## config.mk

```make
export PLATFORM = sky130hd
export DESIGN_NAME = unidade_mul_div_flat
export DESIGN_NICKNAME = d
export VERILOG_FILES = /design/src/rtl/unidade_mul_div_if.sv /design/src/rtl/unidade_mul_div.sv /design/src/flat_wrapper.sv
export SDC_FILE = /design/constraint.sdc
export NUM_CORES = 1
export LEC_CHECK = 0
export CORE_AREA = 2 2 180 182
export CTS_CLUSTER_DIAMETER = 120
export DETAILED_ROUTE_END_ITERATION = 10
export DIE_AREA = 0 0 182 184
export PLACE_DENSITY = 0.76
export SYNTH_ARGS = -nofsm -noshare
export SYNTH_HDL_FRONTEND = slang
export SYNTH_SLANG_ARGS = --single-unit
```

## constraint.sdc

```tcl
create_clock -name clk -period 12.1 [get_ports clk]
set_input_delay 2.42 -clock clk [delete_from_list [all_inputs] [get_ports clk]]
set_output_delay 2.42 -clock clk [all_outputs]
set_load 0.01 [all_outputs]
```

## src/rtl/unidade_mul_div_if.sv

```systemverilog
// Request/response bundle between the execute-stage control and the
// iterative RV32M multiply/divide unit.
//   master: start, flush, funct3, op_a, op_b, rd_in -> ; <- busy, valid, result, rd_out
//   slave : the mul/div unit side of the same signals
interface unidade_mul_div_if #(
    parameter int unsigned XLEN = 32
);
    logic            start;
    logic            flush;
    logic [2:0]      funct3;
    logic [XLEN-1:0] op_a;
    logic [XLEN-1:0] op_b;
    logic [4:0]      rd_in;
    logic            busy;
    logic            valid;
    logic [XLEN-1:0] result;
    logic [4:0]      rd_out;

    modport master (
        output start, flush, funct3, op_a, op_b, rd_in,
        input  busy, valid, result, rd_out
    );

    modport slave (
        input  start, flush, funct3, op_a, op_b, rd_in,
        output busy, valid, result, rd_out
    );
endinterface

```

## src/rtl/unidade_mul_div.sv

```systemverilog
// Iterative RV32M multiply/divide unit, one result bit per clock.
// Ports:
//   clk, rst : rising-edge clock, asynchronous active-high reset
//   bus      : slave side of unidade_mul_div_if (start/flush/funct3/op_a/op_b/rd_in in,
//              busy/valid/result/rd_out out, all outputs registered)
module unidade_mul_div #(
    parameter int unsigned XLEN = 32
) (
    input  logic              clk,
    input  logic              rst,
    unidade_mul_div_if.slave  bus
);
    localparam int unsigned    CW      = $clog2(XLEN);
    localparam logic [XLEN-1:0] MIN_NEG = {1'b1, {(XLEN-1){1'b0}}};

    typedef enum logic [1:0] {OCIOSO, CALC, FIM} state_t;

    state_t          state, state_n;
    logic [CW-1:0]   cnt, cnt_n;
    logic [2:0]      f3, f3_n;
    logic            sign_a, sign_a_n, sign_b, sign_b_n;
    logic [XLEN-1:0] mag_a, mag_a_n, mag_b, mag_b_n;
    logic [XLEN-1:0] hi, hi_n, lo, lo_n;
    logic [4:0]      rd_q, rd_q_n, rd_out, rd_out_n;
    logic [XLEN-1:0] result, result_n;
    logic            valid, valid_n, busy, busy_n;

    // Operand decode at the accepting edge
    logic            in_sa, in_sb, in_sign_a, in_sign_b;
    logic [XLEN-1:0] in_mag_a, in_mag_b, special_res;
    logic            div_zero, div_ovf;

    always_comb begin
        case (bus.funct3)
            3'b001, 3'b100, 3'b110: begin in_sa = 1'b1; in_sb = 1'b1; end
            3'b010:                 begin in_sa = 1'b1; in_sb = 1'b0; end
            default:                begin in_sa = 1'b0; in_sb = 1'b0; end
        endcase
        in_sign_a   = in_sa & bus.op_a[XLEN-1];
        in_sign_b   = in_sb & bus.op_b[XLEN-1];
        in_mag_a    = in_sign_a ? -bus.op_a : bus.op_a;
        in_mag_b    = in_sign_b ? -bus.op_b : bus.op_b;
        div_zero    = (bus.op_b == '0);
        div_ovf     = !bus.funct3[0] && (bus.op_a == MIN_NEG) && (bus.op_b == '1);
        if (bus.funct3[1]) special_res = div_zero ? bus.op_a : '0;
        else               special_res = div_zero ? '1 : MIN_NEG;
    end

    // One iteration: shift-add multiply on {hi,lo}, or restoring divide with
    // hi = partial remainder and lo = dividend shifting into quotient
    logic [XLEN:0]     sum, shifted;
    logic [XLEN-1:0]   diff, step_hi, step_lo;
    logic [2*XLEN-1:0] prod, prod_s;
    logic [XLEN-1:0]   quo_s, rem_s, final_res;

    always_comb begin
        sum     = {1'b0, hi} + (lo[0] ? {1'b0, mag_a} : '0);
        shifted = {hi, lo[XLEN-1]};
        diff    = shifted[XLEN-1:0] - mag_b;
        if (f3[2]) begin
            if (shifted >= {1'b0, mag_b}) begin
                step_hi = diff;
                step_lo = {lo[XLEN-2:0], 1'b1};
            end else begin
                step_hi = shifted[XLEN-1:0];
                step_lo = {lo[XLEN-2:0], 1'b0};
            end
        end else begin
            step_hi = sum[XLEN:1];
            step_lo = {sum[0], lo[XLEN-1:1]};
        end
        prod   = {step_hi, step_lo};
        prod_s = (sign_a ^ sign_b) ? -prod : prod;
        quo_s  = (sign_a ^ sign_b) ? -step_lo : step_lo;
        rem_s  = sign_a ? -step_hi : step_hi;
        if (f3[2])               final_res = f3[1] ? rem_s : quo_s;
        else if (f3[1:0] == 2'b00) final_res = prod_s[XLEN-1:0];
        else                     final_res = prod_s[2*XLEN-1:XLEN];
    end

    // Next-state and next-output logic
    always_comb begin
        state_n  = state;
        cnt_n    = cnt;
        f3_n     = f3;
        sign_a_n = sign_a;
        sign_b_n = sign_b;
        mag_a_n  = mag_a;
        mag_b_n  = mag_b;
        hi_n     = hi;
        lo_n     = lo;
        rd_q_n   = rd_q;
        rd_out_n = rd_out;
        result_n = result;
        valid_n  = 1'b0;
        case (state)
            OCIOSO: begin
                if (bus.start) begin
                    f3_n     = bus.funct3;
                    rd_q_n   = bus.rd_in;
                    sign_a_n = in_sign_a;
                    sign_b_n = in_sign_b;
                    mag_a_n  = in_mag_a;
                    mag_b_n  = in_mag_b;
                    hi_n     = '0;
                    lo_n     = bus.funct3[2] ? in_mag_a : in_mag_b;
                    cnt_n    = '0;
                    if (bus.funct3[2] && (div_zero || div_ovf)) begin
                        result_n = special_res;
                        rd_out_n = bus.rd_in;
                        valid_n  = 1'b1;
                        state_n  = FIM;
                    end else begin
                        state_n  = CALC;
                    end
                end
            end
            CALC: begin
                if (bus.flush) begin
                    state_n = OCIOSO;
                end else begin
                    hi_n  = step_hi;
                    lo_n  = step_lo;
                    cnt_n = cnt + 1'b1;
                    if (cnt == '1) begin
                        result_n = final_res;
                        rd_out_n = rd_q;
                        valid_n  = 1'b1;
                        state_n  = FIM;
                    end
                end
            end
            FIM:     state_n = OCIOSO;
            default: state_n = OCIOSO;
        endcase
        busy_n = (state_n != OCIOSO);
    end

    // State and datapath registers
    always_ff @(posedge clk or posedge rst) begin
        if (rst) begin
            state  <= OCIOSO;
            cnt    <= '0;
            f3     <= '0;
            sign_a <= 1'b0;
            sign_b <= 1'b0;
            mag_a  <= '0;
            mag_b  <= '0;
            hi     <= '0;
            lo     <= '0;
            rd_q   <= '0;
            rd_out <= '0;
            result <= '0;
            valid  <= 1'b0;
            busy   <= 1'b0;
        end else begin
            state  <= state_n;
            cnt    <= cnt_n;
            f3     <= f3_n;
            sign_a <= sign_a_n;
            sign_b <= sign_b_n;
            mag_a  <= mag_a_n;
            mag_b  <= mag_b_n;
            hi     <= hi_n;
            lo     <= lo_n;
            rd_q   <= rd_q_n;
            rd_out <= rd_out_n;
            result <= result_n;
            valid  <= valid_n;
            busy   <= busy_n;
        end
    end

    assign bus.busy   = busy;
    assign bus.valid  = valid;
    assign bus.result = result;
    assign bus.rd_out = rd_out;
endmodule

```

## src/flat_wrapper.sv

```systemverilog
// flat-port wrapper written by rule: the top's interface ports become plain ports
module unidade_mul_div_flat 
#(
    parameter int unsigned XLEN = 32
)
  (clk, rst, bus_start, bus_flush, bus_funct3, bus_op_a, bus_op_b, bus_rd_in, bus_busy, bus_valid, bus_result, bus_rd_out);
  unidade_mul_div_if #(.XLEN(XLEN)) bus_i ();
  input  logic clk;
  input  logic rst;
  input wire logic [$bits(bus_i.start)-1:0] bus_start;
  input wire logic [$bits(bus_i.flush)-1:0] bus_flush;
  input wire logic [$bits(bus_i.funct3)-1:0] bus_funct3;
  input wire logic [$bits(bus_i.op_a)-1:0] bus_op_a;
  input wire logic [$bits(bus_i.op_b)-1:0] bus_op_b;
  input wire logic [$bits(bus_i.rd_in)-1:0] bus_rd_in;
  output wire logic [$bits(bus_i.busy)-1:0] bus_busy;
  output wire logic [$bits(bus_i.valid)-1:0] bus_valid;
  output wire logic [$bits(bus_i.result)-1:0] bus_result;
  output wire logic [$bits(bus_i.rd_out)-1:0] bus_rd_out;
  assign bus_i.start = bus_start;
  assign bus_i.flush = bus_flush;
  assign bus_i.funct3 = bus_funct3;
  assign bus_i.op_a = bus_op_a;
  assign bus_i.op_b = bus_op_b;
  assign bus_i.rd_in = bus_rd_in;
  assign bus_busy = bus_i.busy;
  assign bus_valid = bus_i.valid;
  assign bus_result = bus_i.result;
  assign bus_rd_out = bus_i.rd_out;
  unidade_mul_div #(.XLEN(XLEN)) u_core (.clk(clk), .rst(rst), .bus(bus_i));
endmodule
```

==> impl_results.md, run 1 <==
* Post-synth top flop: dfrtp_1
* Setup Viol. Count Final at 0
* Fraction of layout cells with a size suffix above 1 at 4.78%
* Ys async rst share at 100%
* Die height at 184 µm
* Fmax at 0.151 GHz
* Area growth syn-to-layout at 10.9%
* Worst-Margin Slew at 1.35 ns
* Routability congestion estimate at 1.05
* RSZ-0062 raised after global routing: false
* Largest net degree at the start of global routing at 118
* Mapped Cells at 2361
* Via count at 19300
* CTS buffer count at 17
* Num rows at 65
* First-pass GRT wire length at 109000 µm
* Final #Nets at 2523
* Most frequent cells after synthesis: nand2_1, o21ai_0, a21oi_1
* Filler cells at 2877
* Final Critical Period at 6.61 ns
* Clock net sink count at 184
* Initial antenna violation count at 6
* Startpoint class of the critical path: input port
* Post-CTS sizing at 0
* Pre-antenna DRT Iters at 6
* Count leader, synth: nand2_1
* Post-synth top area cell: dfrtp_1
* Number of antenna-violating nets in the routed design at 0
* Vias in the first global route at 17500
* Yosys warnings at 0
* Hold Path Cell Cnt at 2
* CP arrival at 6.95 ns
* Vias per cell at 6.90
* Top Ports at 115
* Max stage delay on crit path at 0.63 ns
* Final Hold Fails at 0
* Final WL at 73600 µm
* # H-tree levels at 4
* WP data required at 12.44 ns
* Slew Viols, Final at 0
* Syn Std Cell Area at 17500 µm²
* IO buf count at 114
* Max_slew headroom at 9.35%
* Wire length per cell at 26.4 µm
* CORE AREA at 31400 µm²
* CP endpoint kind: flip-flop
* Die area at 33500 µm²
* Post-place setup slack at 5.21 ns
* DRT iter0 DRCs at 2668
* CTS tree: done
* Root Buffer: clkbuf_16
* Yosys top cell area share at 26.2%
* Leak pwr at 0.00791 µW
* Reg2Reg Depth at 18
* #FFs+latches synth at 184
* Dpl cell area at 18800 µm²
* Period utilisation layout at 54.6%
* Worst hold path type: flip-flop to flip-flop
* Final WS setup at 5.49 ns
* Avg Cell Area, Syn at 7.43 µm²
* Design area at 19500 µm²
* Dpl hpwl at 57100 µm
* Cts-stage hold buffer count at 0
* Skew-Pair Late Insertion Delay at 0.46 ns
* Syn Nets at 2510
* Clock-pin transition on the worst setup and hold timing paths at 0.08 ns
* Max VDD drop at 0.000149 V
* Skew final at 0.0138 ns
* Top fanout value on the critical path at 45
* Crit Path Class: input port to flip-flop
* EDFF count, synth at 0
* Number of max-cap violations at 0
* Worst path slowest cell: or4_1
* Die width at 182 µm
* Sequential area share after synthesis at 26.2%
* Postcts setup bufs at 0
* Crit-path cells: clkdlybuf4s50_1 > or4_1 > nor4_1 > nand2b_1 > or4_1 > or3_1 > nor2_1 > o21ai_1 > o21ai_0 > o21ai_4 > buf_4 > clkinv_1 > o221ai_1 > a21oi_1 > a21oi_1
* Gr ovfl total at 0
* Starting Density at 55.9%
* Setup TNS at 0 ns
* Total GRT Usage at 43.5%
* Hold WS at 0.478 ns
* Unique masters post-synth at 97
* Clock Path Buffers at 2
* Top area cells in the synthesized netlist: dfrtp_1, nand2_1, o21ai_0, a21oi_1, ha_1
* Status: completed
* Drc violations at 0
* P per Cell Area at 256 nW/µm²
[routing by layer]
metal | global-route usage (%) | up-vias | share of wire (%)
met3 | 8.99 | 278 | 11
met5 | 0 | - | 0.067
met2 | 65.5 | 1322 | 42
met4 | 26.9 | 8 | 7.4
li1 | - | 8542 | -
met1 | 57.4 | 9113 | 39
[sequential cells by signal (all words and copies together), names as in the netlist, 5 cells and up]
register and flops:
u_core.bus.rd_out 5, u_core.cnt 5, u_core.hi 32, u_core.bus.result 32, u_core.lo 32, u_core.mag_b 32, u_core.mag_a 32, u_core.rd_q 5
[worst max-delay path: cells and delay by family]
family,cells,cell delay [ns]
and+or+nand+nor,6,2.11
buffers and inverters,3,1.32
AOI/OAI and AO/OA,6,1.09
[layout make-up]
cell class | instances | area (µm²) | share of cell area, %
Multi-Input combinational cell | 1962 | 12100 | 62.2
Sequential cell | 184 | 4610 | 23.7
Timing Repair Buffer | 137 | 1310 | 6.73
Tap cell | 402 | 503 | 2.59
Clock buffer | 19 | 433 | 2.23
Inverter | 72 | 278 | 1.43
Clock inverter | 12 | 213 | 1.09
Antenna cell | 2 | 5.00 | 0.0257
[metrics by stage]
step | power [µW] | instances | utilization (%)
2_1_floorplan | 3190 | 2361 | -
3_3_place_gp | 4140 | 2757 | 59.9
3_5_place_dp | 4180 | 2757 | 59.9
4_1_cts | 4840 | 2788 | 61.9
5_1_grt | 5230 | 2788 | 61.9
6_report | 4980 | 2790 | 62.0
[logic make-up after synthesis]
group	share of synthesized area [%]
DFF	26.2
AOI/OAI and AO/OA	26.8
adders and majority gates	5.29
xor gates and xnor gates	8.99
muxes	3.46
and+or+nand+nor	24.2
buffers and inverters	4.96
[report_power, final]
| part | total (µW) | internal (µW) | switching [µW] |
|---|---|---|---|
| combinational | 3340 | 1100 | 2240 |
| sequential | 996 | 768 | 228 |
| clock | 645 | 370 | 275 |
| total | 4980 | 2240 | 2740 |
[final timing paths]
| check | startpoint | end | slack, ns |
|---|---|---|---|
| worst max-delay path | bus_op_a[15] | u_core.bus.result[18] | 5.49 |
| worst min-delay path | u_core.mag_a[20] | u_core.mag_a[20] | 0.48 |
| worst max register to register | u_core.hi[9] | u_core.bus.result[30] | 5.72 |
| worst min register to register | u_core.mag_a[20] | u_core.mag_a[20] | 0.48 |
| max in group asynchronous | rst | u_core.hi[16] | 8.16 |
| min in group asynchronous | rst | u_core.rd_q[1] | 2.46 |
[cell usage in the layout (no fill, tap or decap), types with 15 or more instances in the layout]
master,count
a21oi_1,230
o31ai_1,26
clkdlybuf4s50_1,113
xnor2_1,85
mux2i_1,55
o221ai_1,16
a31oi_1,36
nand2b_1,20
nand3_1,52
nand4_1,43
o21a_1,15
dfrtp_1,183
clkbuf_16,17
nor2_1,217
buf_4,23
o21ai_0,231
nor3_1,71
xor2_1,94
o211ai_1,21
or3_1,22
a211oi_1,16
inv_1,67
a21o_1,20
and3_1,15
ha_1,71
and2_1,42
nand2_1,326
nor4_1,18
(Power assumes the default switching activity.)
==> inputs of run 2 (changes only) <==
==> constraint.sdc (replaced) <==
create_clock -name clk -period 6.3 [get_ports clk]
set_input_delay 1.26 -clock clk [delete_from_list [all_inputs] [get_ports clk]]
set_output_delay 1.26 -clock clk [all_outputs]
set_load 0.01 [all_outputs]
==> run 2 against run 1 <==
  * Sequential power rose by 90%
  * Core utilization rose by 0.080 points
  * Sequential share of layout area hardly changed
  * Hold slack better by 0.0049 ns
  * Critical endpoint is now u_core.bus.result[24]
  * Highest routed layer is now met4
  * Clock-buffer cell count increased by 1
  * First-iteration DRC count up 2.6%
  * Setup slack got worse by 4.9 ns
==> impl_results.md, run 2 (synthesized netlist as in run 1, its figures left out) <==
* Worst path slowest cell: nor4_1
* Diode count at 0 (-2)
* Hold Path Cell Cnt at 2 (unchanged)
* Top fanout value on the critical path at 33 (-27%)
* Vias in the first global route at 17900 (+2.1%)
* Most frequent cell on the critical path: nand2_1
* Total GRT Usage at 45.0% (+1.5 points)
* Leak pwr at 0.00795 µW (+0.55%)
* Skew final at 0.0181 ns (+0.00429 ns)
* Postcts setup bufs at 0 (unchanged)
* Initial antenna violation count at 0 (-6)
* Clock-pin transition on the worst setup and hold timing paths at 0.08 ns (about the same)
* Max_slew headroom at 17.8% (+8.4 points)
* Dpl hpwl at 59000 µm (+3.3%)
* Post-CTS sizing at 0 (unchanged)
* Pre-antenna DRT Iters at 6 (unchanged)
* Worst hold path type: flip-flop to flip-flop
* Reg2Reg Depth at 16 (-2)
* Finished Core Util at 62.0% (+0.080 points)
* Vias per cell at 6.92 (+0.19%)
* Via count at 19400 (+0.70%)
* CORE AREA at 31400 µm² (unchanged)
* Die area at 33500 µm² (unchanged)
* Filler cells at 2835 (-1.5%)
* RR Startpoint: u_core.lo[0]
* Worst-Margin Slew at 1.23 ns (-0.118 ns)
* Worst flop-to-flop path endpoint: u_core.bus.result[24]
* Origin of the worst min-delay path: u_core.rd_q[3]
* Max stage delay on crit path at 0.74 ns (+0.11 ns)
* # H-tree levels at 4 (unchanged)
* Hold EP: u_core.rd_q[3]
* Die height at 184 µm (unchanged)
* Commonest non-fill, non-tap cell in the layout: nand2_1
* Gr ovfl total at 0 (unchanged)
* Setup TNS at 0 ns (unchanged)
* Final Hold Fails at 0 (unchanged)
* Root Buffer: clkbuf_16
* Commonest cells after routing, fill and taps aside: nand2_1, o21ai_0, a21oi_1
* IO buf count at 114 (unchanged)
* Top sig layer: met4
* Startpoint class of the critical path: flip-flop
* Starting Density at 55.9% (unchanged)
* CP endpoint kind: flip-flop
* Routed length on met2 at 31700 µm (+1.6%)
* Largest net degree at the start of global routing at 104 (-12%)
* Period utilisation layout at 90.5%
* Worst path bufs/invs at 1 (-2)
* Wire length per cell at 27.0 µm (+2.3%)
* WP data required at 6.64 ns (-5.80 ns)
* Die width at 182 µm (unchanged)
* RSZ-0062 raised after global routing: false
* Wl on met1 at 29400 µm (+1.7%)
* Crit Path Class: flip-flop to flip-flop
* Area growth syn-to-layout at 11.0%
* Met3 WL post-DR at 8830 µm (+10%)
* Setup Viol. Count Final at 0 (unchanged)
* Routability congestion estimate at 1.03 (-2.5%)
* Max VDD drop at 0.000299 V (+100%)
* Fraction of layout cells with a size suffix above 1 at 5.45% (+0.68 points)
* Number of antenna-violating nets in the routed design at 0 (unchanged)
* Clock net sink count at 184 (unchanged)
* CP arrival at 6.04 ns (-0.91 ns)
* DRT iter0 DRCs at 2737 (+2.6%)
* Slew Viols, Final at 0 (unchanged)
* Cell family with most CP delay: compound AO/OA/AOI/OAI gates
* Skew-Pair Late Insertion Delay at 0.47 ns (about the same)
* First-pass GRT wire length at 112000 µm (+2.8%)
* Num rows at 65 (unchanged)
* Final WL at 75600 µm (+2.8%)
* Clock Path Buffers at 2 (unchanged)
* CTS tree: done
* Crit-path cells: buf_4 > nand2_1 > fa_1 > nand2b_1 > a21oi_1 > o21ai_0 > a22oi_1 > mux2_2 > a311oi_4 > nand2_1 > nor4_1 > nand3_2 > or3_4 > o211a_1 > o21ai_1 > a31oi_1
* P per Cell Area at 493 nW/µm² (+93%)
* Fmax at 0.175 GHz
* Cts-stage hold buffer count at 0 (unchanged)
* Drc violations at 0 (unchanged)
* Top Ports at 115 (unchanged)
* CTS buffer count at 17 (unchanged)
* Final #Nets at 2538 (+0.59%)
* R2r setup slk at 0.60 ns (-5.12 ns)
* Number of max-cap violations at 0 (unchanged)
* Final Critical Period at 5.70 ns
* Status: completed
-- run 2: changes by cell type in the layout (fill, tap and decap cells not counted), sizes merged --
cell,before,now
buf,24,39
bufinv,5,0
inv,73,77
diode,2,0
clkbuf,19,20
clkinv,5,6
-- run 2: power by group --
part | internal (µW) | switching (µW) | total, µW
Clock | 543 | 559 | 1100
Sequential | 1470 | 411 | 1890
Combinational | 2180 | 4450 | 6620
Total | 4190 | 5420 | 9610
-- run 2: final cells by class --
type	count	area, µm²	area share (%)
Timing Repair Buffer	152	1420	7.30
Clock buffer	20	457	2.34
Tap cell	402	503	2.58
Clock inverter	12	106	0.546
Multi-Input combinational cell	1962	12100	62.1
Inverter	72	278	1.43
Sequential cell	184	4610	23.7
-- run 2: worst reg2reg max path, stage by stage, from the launching register on --
cell and delay, ns:
dfrtp_1 0.35, buf_4 0.29, nand2_1 0.16, fa_1 0.44, nand2b_1 0.19, a21oi_1 0.47
o21ai_0 0.44, a22oi_1 0.29, mux2_2 0.39, a311oi_4 0.46, nand2_1 0.13, nor4_1 0.74
nand3_2 0.33, or3_4 0.44, o211a_1 0.21, o21ai_1 0.13, a31oi_1 0.10
-- run 2: worst max-delay path by stage --
stage / slack (ns) / cells past startpoint / end / startpoint
3_5_place_dp: 0.71 / 14 / u_core.bus.result[18] / bus_op_a[15]
2_1_floorplan: 0.04 / 1 / u_core.bus.busy / rst
6_report: 0.60 / 16 / u_core.bus.result[24] / u_core.lo[0]
5_1_grt: 0.23 / 16 / u_core.bus.result[29] / u_core.lo[0]
3_3_place_gp: 0.82 / 16 / u_core.bus.result[24] / u_core.lo[0]
4_1_cts: 0.73 / 16 / u_core.bus.result[24] / u_core.lo[0]
-- run 2: stage by stage --
step	hold slack, ns	std cells	area, µm²	total power, µW	setup slack (ns)
floorplan	0.442	2361	17500	6130	0.0396
global placement	0.455	2772	18900	8140	0.818
detailed placement	0.463	2772	18900	8200	0.706
CTS	0.481	2804	19500	9330	0.732
global route	0.499	2804	19500	10100	0.235
finish	0.483	2804	19500	9610	0.597
-- run 2: routing by layer --
metal	track usage, %	vias to the layer above
met5	0	-
met4	28.5	0
met3	11.2	294
met2	66.9	1413
met1	58.6	9131
li1	-	8559
